### src/rtl/codificador_de_usuario_if.sv
// Request/decision bundle between the access switches and the user-code encoder.
// The master side raises requests; the slave side returns the displayed code.
interface codificador_de_usuario_if;
    logic       Admin;
    logic       Tester;
    logic       UserReq;
    logic       Guest;
    logic       Deny;
    logic [2:0] User;
    logic       Enable;
    logic       Update;

    modport master (
        output Admin,
        output Tester,
        output UserReq,
        output Guest,
        output Deny,
        input  User,
        input  Enable,
        input  Update
    );

    modport slave (
        input  Admin,
        input  Tester,
        input  UserReq,
        input  Guest,
        input  Deny,
        output User,
        output Enable,
        output Update
    );
endinterface

### src/rtl/codificador_de_usuario.sv
// User-code encoder: synchronizes and debounces the request vector, then holds each
// displayed code for a minimum time so the 7-segment decoder never flickers.
module codificador_de_usuario #(
    parameter int unsigned DEBOUNCE_CYCLES = 4,
    parameter int unsigned HOLD_CYCLES     = 8
) (
    input  logic                     Clock,
    input  logic                     Reset,
    codificador_de_usuario_if.slave  bus
);

    localparam logic [31:0] DCNT_LAST = 32'(DEBOUNCE_CYCLES - 1);
    localparam logic [31:0] HCNT_LAST = 32'(HOLD_CYCLES - 1);

    typedef enum logic [1:0] {
        ST_IDLE     = 2'd0,
        ST_DEBOUNCE = 2'd1,
        ST_SHOW     = 2'd2
    } state_t;

    // Vector order {Deny, Admin, Tester, UserReq, Guest}; Deny overrides, otherwise
    // the lowest-priority requester present is the one displayed.
    function automatic logic [2:0] code_of(input logic [4:0] v);
        logic [2:0] c;
        if (v[4]) begin
            c = 3'b010;
        end else if (v[0]) begin
            c = 3'b110;
        end else if (v[1]) begin
            c = 3'b001;
        end else if (v[2]) begin
            c = 3'b011;
        end else if (v[3]) begin
            c = 3'b101;
        end else begin
            c = 3'b000;
        end
        return c;
    endfunction

    logic [4:0]  raw_s;
    logic [4:0]  sync1_q;
    logic [4:0]  sync2_q;
    logic [4:0]  v_s;

    state_t      state_q, state_d;
    logic [4:0]  snap_q, snap_d;
    logic [31:0] dcnt_q, dcnt_d;
    logic [31:0] hcnt_q, hcnt_d;
    logic [2:0]  user_q, user_d;
    logic        enable_q, enable_d;
    logic        update_q, update_d;

    assign raw_s = {bus.Deny, bus.Admin, bus.Tester, bus.UserReq, bus.Guest};
    assign v_s   = sync2_q;

    // Two-flop synchronizer for the asynchronous request vector.
    always_ff @(posedge Clock) begin
        if (Reset) begin
            sync1_q <= 5'b00000;
            sync2_q <= 5'b00000;
        end else begin
            sync1_q <= raw_s;
            sync2_q <= sync1_q;
        end
    end

    // Next-state and output-load decision.
    always_comb begin
        state_d  = state_q;
        snap_d   = snap_q;
        dcnt_d   = dcnt_q;
        hcnt_d   = hcnt_q;
        user_d   = user_q;
        enable_d = enable_q;
        update_d = 1'b0;

        case (state_q)
            ST_IDLE: begin
                if (v_s != 5'b00000) begin
                    state_d = ST_DEBOUNCE;
                    snap_d  = v_s;
                    dcnt_d  = 32'd0;
                end else begin
                    state_d = ST_IDLE;
                end
            end

            ST_DEBOUNCE: begin
                if (v_s != snap_q) begin
                    snap_d = v_s;
                    dcnt_d = 32'd0;
                end else if (dcnt_q == DCNT_LAST) begin
                    update_d = 1'b1;
                    if (snap_q == 5'b00000) begin
                        state_d  = ST_IDLE;
                        user_d   = 3'b000;
                        enable_d = 1'b0;
                    end else begin
                        state_d  = ST_SHOW;
                        hcnt_d   = 32'd0;
                        user_d   = code_of(snap_q);
                        enable_d = 1'b1;
                    end
                end else begin
                    dcnt_d = dcnt_q + 32'd1;
                end
            end

            ST_SHOW: begin
                // The hold counter saturates; only then is the input looked at again.
                if (hcnt_q != HCNT_LAST) begin
                    hcnt_d = hcnt_q + 32'd1;
                end else if (v_s != snap_q) begin
                    state_d = ST_DEBOUNCE;
                    snap_d  = v_s;
                    dcnt_d  = 32'd0;
                end else begin
                    state_d = ST_SHOW;
                end
            end

            default: begin
                state_d  = ST_IDLE;
                snap_d   = 5'b00000;
                dcnt_d   = 32'd0;
                hcnt_d   = 32'd0;
                user_d   = 3'b000;
                enable_d = 1'b0;
            end
        endcase
    end

    // State, snapshot, counters and registered display outputs.
    always_ff @(posedge Clock) begin
        if (Reset) begin
            state_q  <= ST_IDLE;
            snap_q   <= 5'b00000;
            dcnt_q   <= 32'd0;
            hcnt_q   <= 32'd0;
            user_q   <= 3'b000;
            enable_q <= 1'b0;
            update_q <= 1'b0;
        end else begin
            state_q  <= state_d;
            snap_q   <= snap_d;
            dcnt_q   <= dcnt_d;
            hcnt_q   <= hcnt_d;
            user_q   <= user_d;
            enable_q <= enable_d;
            update_q <= update_d;
        end
    end

    assign bus.User   = user_q;
    assign bus.Enable = enable_q;
    assign bus.Update = update_q;

endmodule

### src/flat_wrapper.sv
// flat-port wrapper written by rule: the top's interface ports become plain ports
module codificador_de_usuario_flat 
#(
    parameter int unsigned DEBOUNCE_CYCLES = 4,
    parameter int unsigned HOLD_CYCLES     = 8
)
  (Clock, Reset, bus_Admin, bus_Tester, bus_UserReq, bus_Guest, bus_Deny, bus_User, bus_Enable, bus_Update);
  codificador_de_usuario_if bus_i ();
  input  logic Clock;
  input  logic Reset;
  input wire logic [$bits(bus_i.Admin)-1:0] bus_Admin;
  input wire logic [$bits(bus_i.Tester)-1:0] bus_Tester;
  input wire logic [$bits(bus_i.UserReq)-1:0] bus_UserReq;
  input wire logic [$bits(bus_i.Guest)-1:0] bus_Guest;
  input wire logic [$bits(bus_i.Deny)-1:0] bus_Deny;
  output wire logic [$bits(bus_i.User)-1:0] bus_User;
  output wire logic [$bits(bus_i.Enable)-1:0] bus_Enable;
  output wire logic [$bits(bus_i.Update)-1:0] bus_Update;
  assign bus_i.Admin = bus_Admin;
  assign bus_i.Tester = bus_Tester;
  assign bus_i.UserReq = bus_UserReq;
  assign bus_i.Guest = bus_Guest;
  assign bus_i.Deny = bus_Deny;
  assign bus_User = bus_i.User;
  assign bus_Enable = bus_i.Enable;
  assign bus_Update = bus_i.Update;
  codificador_de_usuario #(.DEBOUNCE_CYCLES(DEBOUNCE_CYCLES), .HOLD_CYCLES(HOLD_CYCLES)) u_core (.Clock(Clock), .Reset(Reset), .bus(bus_i));
endmodule
### config.mk
export PLATFORM = sky130hd
export DESIGN_NAME = codificador_de_usuario_flat
export DESIGN_NICKNAME = d
export VERILOG_FILES = /design/src/rtl/codificador_de_usuario_if.sv /design/src/rtl/codificador_de_usuario.sv /design/src/flat_wrapper.sv
export SDC_FILE = /design/constraint.sdc
export NUM_CORES = 1
export LEC_CHECK = 0
export CAP_MARGIN = 10
export CORE_UTILIZATION = 25
export DETAILED_ROUTE_END_ITERATION = 10
export GPL_TIMING_DRIVEN = 0
export PLACE_DENSITY_LB_ADDON = 0.3
export SYNTH_ARGS = -nofsm -noshare
export SYNTH_HDL_FRONTEND = slang
export SYNTH_SLANG_ARGS = --single-unit
### constraint.sdc
create_clock -name Clock -period 4.3 [get_ports Clock]
set_clock_uncertainty 0.05 [all_clocks]
set_input_delay 0.43 -clock Clock [delete_from_list [all_inputs] [get_ports Clock]]
set_output_delay 0.43 -clock Clock [all_outputs]
set_load 0.01 [all_outputs]
==> impl_metrics.py, run 1 <==
metrics = {
    "run_status": {
        "outcome": "finished, final reports clean",
    },
    "worst_hold_path": {
        "whs_path_depth": 1,
        "min_from": "u_core.sync1_q[3]$_SDFF_PP0_",
        "hold-path-endpoint": "u_core.sync2_q[3]$_SDFF_PP0_",
        "hold_path_class": "reg2reg",
    },
    "die": {
        "initial_core_util_pct": 25.43,
        "fp.dieW_um": 139.9,
        "design.core.area_um2": 18710,
        "num_rows": 50,
        "die-height_um": 139.9,
        "fp.dieArea_um2": 19580,
        "io_pins": 12,
    },
    "clock_tree": {
        "cts_made_buffers": 9,
        "tritoncts": "done",
        "clock_path_buffers": 2,
        "clk_pin_slew_ps": 60,
        "cts_resized": 0,
        "cts.sink_count": 86,
        "cts_hold_buf": 0,
        "cts_setup_buffers": 0,
        "clockRootBuffer": "clkbuf_16",
        "htreeDepth": 3,
        "clk_latency_ps": 360,
    },
    "worst_setup_path": {
        "reg2reg_slack_ps": 900,
        "path_cells": "ha_1 > nor4b_1 > nand4_1 > or2_2 > o21a_1 > nor3_1 > clkbuf_1 > a211o_1",
        "cp.required_ps": 4540,
        "path_class": "reg2reg",
        "reg2reg_depth": 8,
        "setup.worst_path.start_class": "flop",
        "crit_family": "simple AND/OR/NAND/NOR gates",
        "rr_startpoint": "u_core.dcnt_q[0]$_SDFFE_PP0P_",
        "crit_buf_inv": 1,
        "worstPathMaxFanout": 10,
        "cp_slowest_cell": "nor3_1",
        "slowest_delay_ps": 770,
        "end_kind": "flop",
        "cp.arrival_ps": 3640,
        "reg2reg_to": "u_core.dcnt_q[28]$_SDFFE_PP0P_",
    },
    "synth": {
        "synth_edf_count": 0,
        "yosys_warnings": 0,
        "synth.most_common_cell": "dfxtp_1",
        "synth_nets": 617,
        "ys_top_cells_by_count": "dfxtp_1, nand2_1, nand3_1, a21oi_1, nor2_1",
        "synth_seq_cells": 86,
        "synth_area_leaders": "dfxtp_1, nand3_1, nand2_1",
        "synth_ff_type": "dfxtp_1",
        "syn_area_um2": 4757,
        "synth_top_area_share_pct": 36.19,
        "synth_cells": 604,
        "async_flop_share_pct": 0,
        "synth_top_area_cell": "dfxtp_1",
        "synth_area_per_cell_um2": 7.876,
        "ys_seq_area_share_pct": 36.19,
        "synth_cell_types": 64,
    },
    "global_routing": {
        "grt_usage_pct": 15.17,
        "grt_pass1_vias": 4338,
        "antenna_found_initial": 0,
        "grt_overflow": 0,
        "grt_max_degree": 14,
        "grt_pass1_wl_mm": 23.36,
    },
    "final_layout": {
        "drive_above_1_share_pct": 6.032,
        "areaGrowthSynthToFinish_pct": 14.20,
        "seq_area_um2": 1722,
        "nFillCells": 2019,
        "diodes": 0,
        "nNetsFinal": 638,
        "multi_input_area_um2": 2841,
        "fin_util_pct": 29.04,
    },
    "power": {
        "pwr_density_cell_nw_per_um2": 339.9,
        "p_total_mw": 1.847,
        "irDropWorstVdd_uv": 195.9,
        "p_leak_nw": 1.826,
    },
    "placement": {
        "numPortBuffers": 10,
        "place_hpwl_mm": 9.974,
        "gp_congestion": 0.8490,
        "dp_slack_ps": 932.3,
    },
    "run": {
        "cap_violations": 0,
    },
    "sta": {
        "hold_violations": 0,
        "fin_crit_ps": 3398,
        "fmax_ghz": 0.2943,
        "finalSetupTns_ps": 0,
        "setup_slack_ps": 902.3,
        "fin_crit_sh_pct": 79.02,
        "relSlewSlack_pct": 30.52,
        "report.final.setup_viol": 0,
        "tightest_slew_ps": 1034,
        "rsz0062_at_grt": "no",
        "slew_viol_final": 0,
    },
    "routing": {
        "drc": 0,
        "wl_per_cell_um": 16.40,
        "avgViaCountPerCell": 5.457,
        "detail-route-antenna-nets": 0,
        "dr.pass1.iters": 5,
        "vias": 4715,
        "drtIter0Drc": 481,
        "wl_mm": 14.17,
    },
}
[worst reg2reg max path, stage by stage (launching register included)]
cell and delay, ps:
dfxtp_1 420, ha_1 330, nor4b_1 270, nand4_1 250, or2_2 380, o21a_1 230
nor3_1 770, clkbuf_1 450, a211o_1 200
[how the worst max path moves through the flow]
| stage | from | end | slack [ps] | cells after the start |
|---|---|---|---|---|
| after global routing | u_core.dcnt_q[0]$_SDFFE_PP0P_ | u_core.dcnt_q[29]$_SDFFE_PP0P_ | 710 | 8 |
| final | u_core.dcnt_q[0]$_SDFFE_PP0P_ | u_core.dcnt_q[28]$_SDFFE_PP0P_ | 900 | 8 |
| after CTS | u_core.dcnt_q[0]$_SDFFE_PP0P_ | u_core.dcnt_q[28]$_SDFFE_PP0P_ | 910 | 8 |
| after detailed placement | u_core.dcnt_q[0]$_SDFFE_PP0P_ | u_core.dcnt_q[28]$_SDFFE_PP0P_ | 930 | 8 |
| after global placement | u_core.dcnt_q[0]$_SDFFE_PP0P_ | u_core.dcnt_q[29]$_SDFFE_PP0P_ | 950 | 8 |
| after floorplan | u_core.state_q[0]$_SDFFE_PP0P_ | u_core.hcnt_q[18]$_SDFFE_PP0P_ | 1560 | 8 |
[per-layer routing]
metal / up-vias / wire length (µm) / GRT usage [%]
li1: 2357 / - / -
met1: 2207 / 6914 / 21.03
met5: - / 0 / 0
met3: 19 / 628 / 2.051
met4: 0 / 369 / 8.329
met2: 132 / 6255 / 22.66
[area by class of cell]
| cell class | instances | share of cell area [%] |
|---|---|---|
| plain buffers | 35 | 2.741 |
| clock buffers | 11 | 4.284 |
| clock inverters | 5 | 0.9212 |
| inverters | 12 | 0.8291 |
| multi-input cells | 471 | 52.30 |
| flip-flops and latches | 86 | 31.69 |
| well taps | 234 | 5.389 |
| repair buffers | 10 | 1.842 |
[per-stage QoR]
stage | hold WS, ps | instance area [µm²] | cells
6_report | 383.7 | 5433 | 864
5_1_grt | 396.3 | 5433 | 864
4_1_cts | 388.4 | 5433 | 864
3_5_place_dp | 373.4 | 5150 | 848
3_3_place_gp | 366.4 | 5150 | 848
2_1_floorplan | 363.8 | 4757 | 604
[layout by cell type (no fill, tap or decap), types with 13 or more instances in the layout]
cell,netlist,layout
nand3_1,53,53
a21oi_1,43,43
nor2_1,31,31
nand4_1,15,15
nor4_1,25,25
or3_1,13,13
nor3_1,25,25
and3_1,21,21
clkbuf_1,29,31
nand2_1,69,69
o21ai_0,16,16
dfxtp_1,86,86
[power by group]
part | switching, mW | total [mW] | internal (mW)
registers | 0.00856 | 0.815 | 0.806
logic | 0.186 | 0.262 | 0.0755
clock network | 0.324 | 0.770 | 0.446
[state kept, by name, summed over array words and instances, names as in the netlist]
register and count:
u_core.sync2_q 5, u_core.snap_q 5, u_core.bus.Enable 1, u_core.bus.User 3, u_core.hcnt_q 32, u_core.bus.Update 1, u_core.dcnt_q 32, u_core.sync1_q 5
u_core.state_q 2
[cell families after synthesis]
family	Yosys count	synth area share, %
mux	1	0.2367
compound gates	149	21.59
buf+inv	47	4.076
flops	86	36.19
xor+xnor	5	0.9207
simple gates	310	35.40
fa+ha+maj	6	1.578
Note: power is estimated with default switching activity, not from simulation.
==> run 2, diff against run 1 <==
==> constraint.sdc (replaced) <==
create_clock -name Clock -period 3.42 [get_ports Clock]
set_clock_uncertainty 0.05 [all_clocks]
set_input_delay 0.342 -clock Clock [delete_from_list [all_inputs] [get_ports Clock]]
set_output_delay 0.342 -clock Clock [all_outputs]
set_load 0.01 [all_outputs]
==> run 2 against run 1 <==
First-iteration DRC count fell by 19%. Routed wire length rose by 0.23%. Sequential share of layout area fell by 0.10 points. Global-route usage did not move. Core utilization rose by 0.094 points. Worst hold slack improved by 0.53 ps. Sequential power rose by 25%. Via count fell by 0.42%. Die area did not move. Critical path type unchanged.
==> impl_metrics.py, run 2 (synthesis results as in run 1) <==
metrics = {
    "clock_tree": {
        "cts_made_buffers": 9,
        "cts_hold_buf": 0,
        "tritoncts": "done",
        "cts.sink_count": 86,
        "htreeDepth": 3,
        "clock_path_buffers": 2,
        "clk_latency_ps": 350,
        "cts_setup_buffers": 0,
        "clk_pin_slew_ps": 70,
        "clockRootBuffer": "clkbuf_16",
    },
    "sta": {
        "tightest_slew_ps": 1034,
        "fin_crit_ps": 3197,
        "hold_violations": 0,
        "fin_crit_sh_pct": 93.48,
        "relSlewSlack_pct": 30.54,
        "report.final.setup_viol": 0,
        "setup_slack_ps": 222.8,
        "rsz0062_at_grt": "no",
        "slew_viol_final": 0,
        "finalSetupTns_ps": 0,
        "fmax_ghz": 0.3128,
    },
    "routing": {
        "dr.pass1.iters": 5,
        "vias": 4695,
        "detail-route-antenna-nets": 0,
        "drc": 0,
        "avgViaCountPerCell": 5.434,
        "wl_mm": 14.20,
        "wl_per_cell_um": 16.43,
        "drtIter0Drc": 391,
    },
    "final_layout": {
        "diodes": 0,
        "largest_registers": "u_core.dcnt_q x32, u_core.hcnt_q x32",
        "final_common_cell": "dfxtp_1",
        "nNetsFinal": 638,
        "drive_above_1_share_pct": 6.508,
        "nFillCells": 2023,
        "seq_area_um2": 1722,
        "areaGrowthSynthToFinish_pct": 14.57,
        "final_cell_mix": "dfxtp_1, nand2_1, nand3_1, a21oi_1",
        "stdcell_area_um2": 5450,
        "multi_input_area_um2": 2859,
    },
    "worst_setup_path": {
        "reg2reg_depth": 8,
        "cp.required_ps": 3650,
        "setup.worst_path.start_class": "flop",
        "end_kind": "flop",
        "cp.arrival_ps": 3430,
        "reg2reg_to": "u_core.hcnt_q[18]$_SDFFE_PP0P_",
        "path_class": "reg2reg",
        "worstPathMaxFanout": 10,
        "rr_startpoint": "u_core.dcnt_q[0]$_SDFFE_PP0P_",
        "reg2reg_slack_ps": 220,
    },
    "placement": {
        "place_area_um2": 5150,
        "gp_congestion": 0.8490,
        "place_hpwl_mm": 9.974,
        "dp_slack_ps": 52.25,
        "numPortBuffers": 10,
    },
    "worst_hold_path": {
        "hold-path-endpoint": "u_core.sync2_q[3]$_SDFF_PP0_",
        "hold_path_class": "reg2reg",
        "whs_path_depth": 1,
        "min_from": "u_core.sync1_q[3]$_SDFF_PP0_",
    },
    "global_routing": {
        "grt_pass1_wl_mm": 23.36,
        "grt_overflow": 0,
        "grt_max_degree": 14,
        "grt_pass1_vias": 4338,
        "grt_usage_pct": 15.17,
        "antenna_found_initial": 0,
    },
    "die": {
        "die-height_um": 139.9,
        "num_rows": 50,
        "design.core.area_um2": 18710,
        "io_pins": 12,
        "fp.dieArea_um2": 19580,
        "initial_core_util_pct": 25.43,
        "fp.dieW_um": 139.9,
    },
    "power": {
        "p_leak_nw": 1.832,
        "pwr_density_cell_nw_per_um2": 426.7,
        "irDropWorstVdd_uv": 246.5,
    },
    "run": {
        "cap_violations": 0,
    },
    "run_status": {
        "outcome": "finished, final reports clean",
    },
}
## run 2: area by class of cell
cell class	instances	area share [%]
inverters	12	0.8264
plain buffers	35	2.732
flip-flops and latches	86	31.59
well taps	234	5.372
multi-input cells	471	52.46
clock inverters	5	0.9183
repair buffers	10	1.837
clock buffers	11	4.270
## run 2: what timing repair did
| action | CTS | global route |
|---|---|---|
| hold endpoints to repair | 0 | 0 |
| setup endpoints to repair | 0 | 18 |
| resized for setup | 0 | 3 |
## run 2: worst max-delay path, cell delays in order (launching register included)
cell	delay, ps
dfxtp_1	420
ha_1	320
nor4b_2	240
nand4_1	210
o41a_1	540
or4_4	540
buf_6	170
or4_1	500
a21oi_1	150
## run 2: how the worst max path moves through the flow
stage / end / cells past startpoint / startpoint / slack (ps)
after floorplan: u_core.hcnt_q[18]$_SDFFE_PP0P_ / 8 / u_core.state_q[0]$_SDFFE_PP0P_ / 680
after global placement: u_core.dcnt_q[29]$_SDFFE_PP0P_ / 8 / u_core.dcnt_q[0]$_SDFFE_PP0P_ / 70
after detailed placement: u_core.dcnt_q[28]$_SDFFE_PP0P_ / 8 / u_core.dcnt_q[0]$_SDFFE_PP0P_ / 50
after CTS: u_core.dcnt_q[28]$_SDFFE_PP0P_ / 8 / u_core.dcnt_q[0]$_SDFFE_PP0P_ / 30
after global routing: u_core.hcnt_q[18]$_SDFFE_PP0P_ / 8 / u_core.dcnt_q[0]$_SDFFE_PP0P_ / 30
final: u_core.hcnt_q[18]$_SDFFE_PP0P_ / 8 / u_core.dcnt_q[0]$_SDFFE_PP0P_ / 220
## run 2: layer usage
layer | track usage (%) | share of wire (%)
met1 | 21.03 | 49
met2 | 22.66 | 44
met3 | 2.051 | 3.5
met4 | 8.329 | 2.6
met5 | 0 | 0
## run 2: power breakdown
part / switching (mW) / leakage (nW) / internal (mW)
registers: 0.0108 / 0.695 / 1.01
logic: 0.236 / 0.993 / 0.0965
clock network: 0.407 / 0.143 / 0.561
## run 2: metrics by stage
stage	power (mW)	cells	hold slack (ps)	utilization, %
final	2.326	864	384.2	29.14
after global routing	2.431	864	396.3	29.14
after CTS	2.343	864	388.4	29.04
after detailed placement	1.373	848	373.4	27.53
after global placement	1.375	848	366.4	27.53
after floorplan	1.271	604	363.8	-
==> run 3, diff against run 2 <==
--- a/config.mk
+++ b/config.mk
@@ -10,6 +10,7 @@
 export DETAILED_ROUTE_END_ITERATION = 10
 export GPL_TIMING_DRIVEN = 0
 export PLACE_DENSITY_LB_ADDON = 0.3
+export RECOVER_POWER = 50
 export SYNTH_ARGS = -nofsm -noshare
 export SYNTH_HDL_FRONTEND = slang
 export SYNTH_SLANG_ARGS = --single-unit
==> run 3 against run 2 <==
Cell count is the same. First-iteration DRC count grew 3.3%. Clock power is essentially flat. Global-route usage is the same. Die area is the same. Sequential share of layout area is essentially flat. Core utilization is essentially flat. Power is essentially flat. Setup slack is essentially flat. Maximum frequency is essentially flat. Register-to-register slack is essentially flat. Sequential power is essentially flat. Largest cell class unchanged. Largest power group unchanged. Highest routed layer unchanged.
==> impl_metrics.py, run 3 (synthesis results as in run 1) <==
metrics = {
    "worst_setup_path": {
        "cp_num_cells": 8,
        "cp-endpoint": "u_core.hcnt_q[18]$_SDFFE_PP0P_",
        "path_class": "reg2reg",
        "rr_startpoint": "u_core.dcnt_q[0]$_SDFFE_PP0P_",
        "end_kind": "flop",
        "crit_family": "simple AND/OR/NAND/NOR gates",
        "slowest_delay_ps": 540,
        "crit_buf_inv": 1,
        "reg2reg_slack_ps": 220,
        "reg2reg_to": "u_core.hcnt_q[18]$_SDFFE_PP0P_",
        "setup.worst_path.start_class": "flop",
        "cp.required_ps": 3650,
        "reg2reg_depth": 8,
        "cp.arrival_ps": 3430,
        "worstPathMaxFanout": 10,
        "path_cells": "ha_1 > nor4b_2 > nand4_1 > o41a_1 > or4_4 > buf_6 > or4_1 > a21oi_1",
        "cp_slowest_cell": "o41a_1",
        "cp-startpoint": "u_core.dcnt_q[0]$_SDFFE_PP0P_",
    },
    "clock_tree": {
        "tritoncts": "done",
        "cts_setup_buffers": 0,
        "cts_made_buffers": 9,
        "clk_pin_slew_ps": 60,
        "cts.sink_count": 86,
        "clock_path_buffers": 2,
        "clk_latency_ps": 350,
        "htreeDepth": 3,
        "clockRootBuffer": "clkbuf_16",
    },
    "power": {
        "p_seq_share_pct": 44.1,
        "internal-power_mw": 1.671,
        "swShare_pct": 28.09,
        "p_leak_nw": 1.846,
        "p_clk_share_pct": 41.6,
        "p_total_mw": 2.324,
        "irDropWorstVdd_uv": 246.4,
        "combPwrFrac_pct": 14.3,
        "pwr_density_cell_nw_per_um2": 426.5,
        "p_sw_mw": 0.6526,
    },
    "global_routing": {
        "grt_pass1_wl_mm": 23.36,
        "grt_max_degree": 14,
        "grt_usage_pct": 15.17,
        "grt_pass1_vias": 4338,
        "grt_overflow": 0,
        "antenna_found_initial": 0,
    },
    "die": {
        "die-height_um": 139.9,
        "design.core.area_um2": 18710,
        "io_pins": 12,
        "initial_core_util_pct": 25.43,
        "fp.dieW_um": 139.9,
        "fp.dieArea_um2": 19580,
        "num_rows": 50,
    },
    "final_layout": {
        "final_cell_mix": "dfxtp_1, nand2_1, nand3_1, a21oi_1, clkbuf_1",
        "areaGrowthSynthToFinish_pct": 14.55,
        "largest_registers": "u_core.dcnt_q x32, u_core.hcnt_q x32",
        "nNetsFinal": 638,
        "final_common_cell": "dfxtp_1",
        "diodes": 0,
        "drive_above_1_share_pct": 6.349,
        "stdcell_count": 864,
    },
    "sta": {
        "tightest_slew_ps": 1034,
        "relSlewSlack_pct": 30.54,
        "rsz0062_at_grt": "no",
        "fin_crit_ps": 3197,
        "hold_violations": 0,
        "report.final.setup_viol": 0,
        "finalSetupTns_ps": 0,
        "fmax_ghz": 0.3128,
        "fin_crit_sh_pct": 93.48,
        "whs_ps": 384.3,
        "slew_viol_final": 0,
    },
    "placement": {
        "place_hpwl_mm": 9.974,
        "gp_congestion": 0.8490,
        "numPortBuffers": 10,
        "place_inst": 848,
    },
    "routing": {
        "avgViaCountPerCell": 5.416,
        "dr.pass1.iters": 5,
        "drtIter0Drc": 404,
        "wl_mm": 14.17,
        "detail-route-antenna-nets": 0,
        "vias": 4679,
        "drc": 0,
        "wl_per_cell_um": 16.40,
    },
    "run": {
        "cap_violations": 0,
    },
    "run_status": {
        "outcome": "finished, final reports clean",
    },
    "worst_hold_path": {
        "hold_path_class": "reg2reg",
    },
}
==> run 3: changes by cell type in the layout (fill, tap and decap cells not counted), sizes merged <==
cell | before | now
buf | 5 | 3
clkbuf | 41 | 43
clkdlybuf4s50 | 10 | 5
dlygate4sd3 | 0 | 5
==> run 3: how the worst min path moves through the flow <==
stage                                 start                      endpoint  slack [ps]  depth (start not counted)
6_report       u_core.sync1_q[3]$_SDFF_PP0_  u_core.sync2_q[3]$_SDFF_PP0_         380                          1
3_3_place_gp   u_core.sync1_q[4]$_SDFF_PP0_  u_core.sync2_q[4]$_SDFF_PP0_         370                          1
3_5_place_dp   u_core.sync1_q[3]$_SDFF_PP0_  u_core.sync2_q[3]$_SDFF_PP0_         370                          1
4_1_cts        u_core.sync1_q[3]$_SDFF_PP0_  u_core.sync2_q[3]$_SDFF_PP0_         390                          1
2_1_floorplan  u_core.sync1_q[0]$_SDFF_PP0_  u_core.sync2_q[0]$_SDFF_PP0_         360                          1
5_1_grt        u_core.sync1_q[4]$_SDFF_PP0_  u_core.sync2_q[4]$_SDFF_PP0_         400                          1
==> run 3: what timing repair did <==
| item | CTS | global route |
|---|---|---|
| hold buffers | 0 | 0 |
| resized for setup | 0 | 3 |
| endpoints found under the setup margin | 0 | 18 |
| hold endpoints to repair | 0 | 0 |
==> run 3: routing by layer <==
layer  up-vias  track usage (%)  wire length, µm
li1       2352                -                -
met1      2205            21.03             7002
met2       103            22.66             6323
met3        19            2.051              486
met4         0            8.329              357
met5         -                0                0
==> run 3: final cells by class <==
| cell class | instances | area [µm²] |
|---|---|---|
| clock inverter | 5 | 50.05 |
| sequential | 86 | 1722 |
| tap | 234 | 292.8 |
| buffer | 35 | 147.6 |
| multi-input combinational | 471 | 2859 |
| inverter | 12 | 45.04 |
| fill | 2021 | 13260 |
| timing repair buffer | 10 | 100.1 |
| clock buffer | 11 | 232.7 |
==> run 3: power groups by stage <==
stage / Combinational [mW] / Clock [mW] / Sequential (mW)
floorplan: 0.226 / 0 / 1.04
global placement: 0.328 / 0 / 1.05
detailed placement: 0.325 / 0 / 1.05
CTS: 0.327 / 0.992 / 1.02
global route: 0.371 / 1.03 / 1.03
finish: 0.332 / 0.967 / 1.02
==> run 3: per-stage QoR <==
stage	cell area (µm²)	worst slack (ps)	util [%]
floorplan	4757	676.3	-
global placement	5150	73.28	27.53
detailed placement	5150	52.25	27.53
CTS	5433	28.31	29.04
global route	5449	34.62	29.13
finish	5449	223.1	29.13
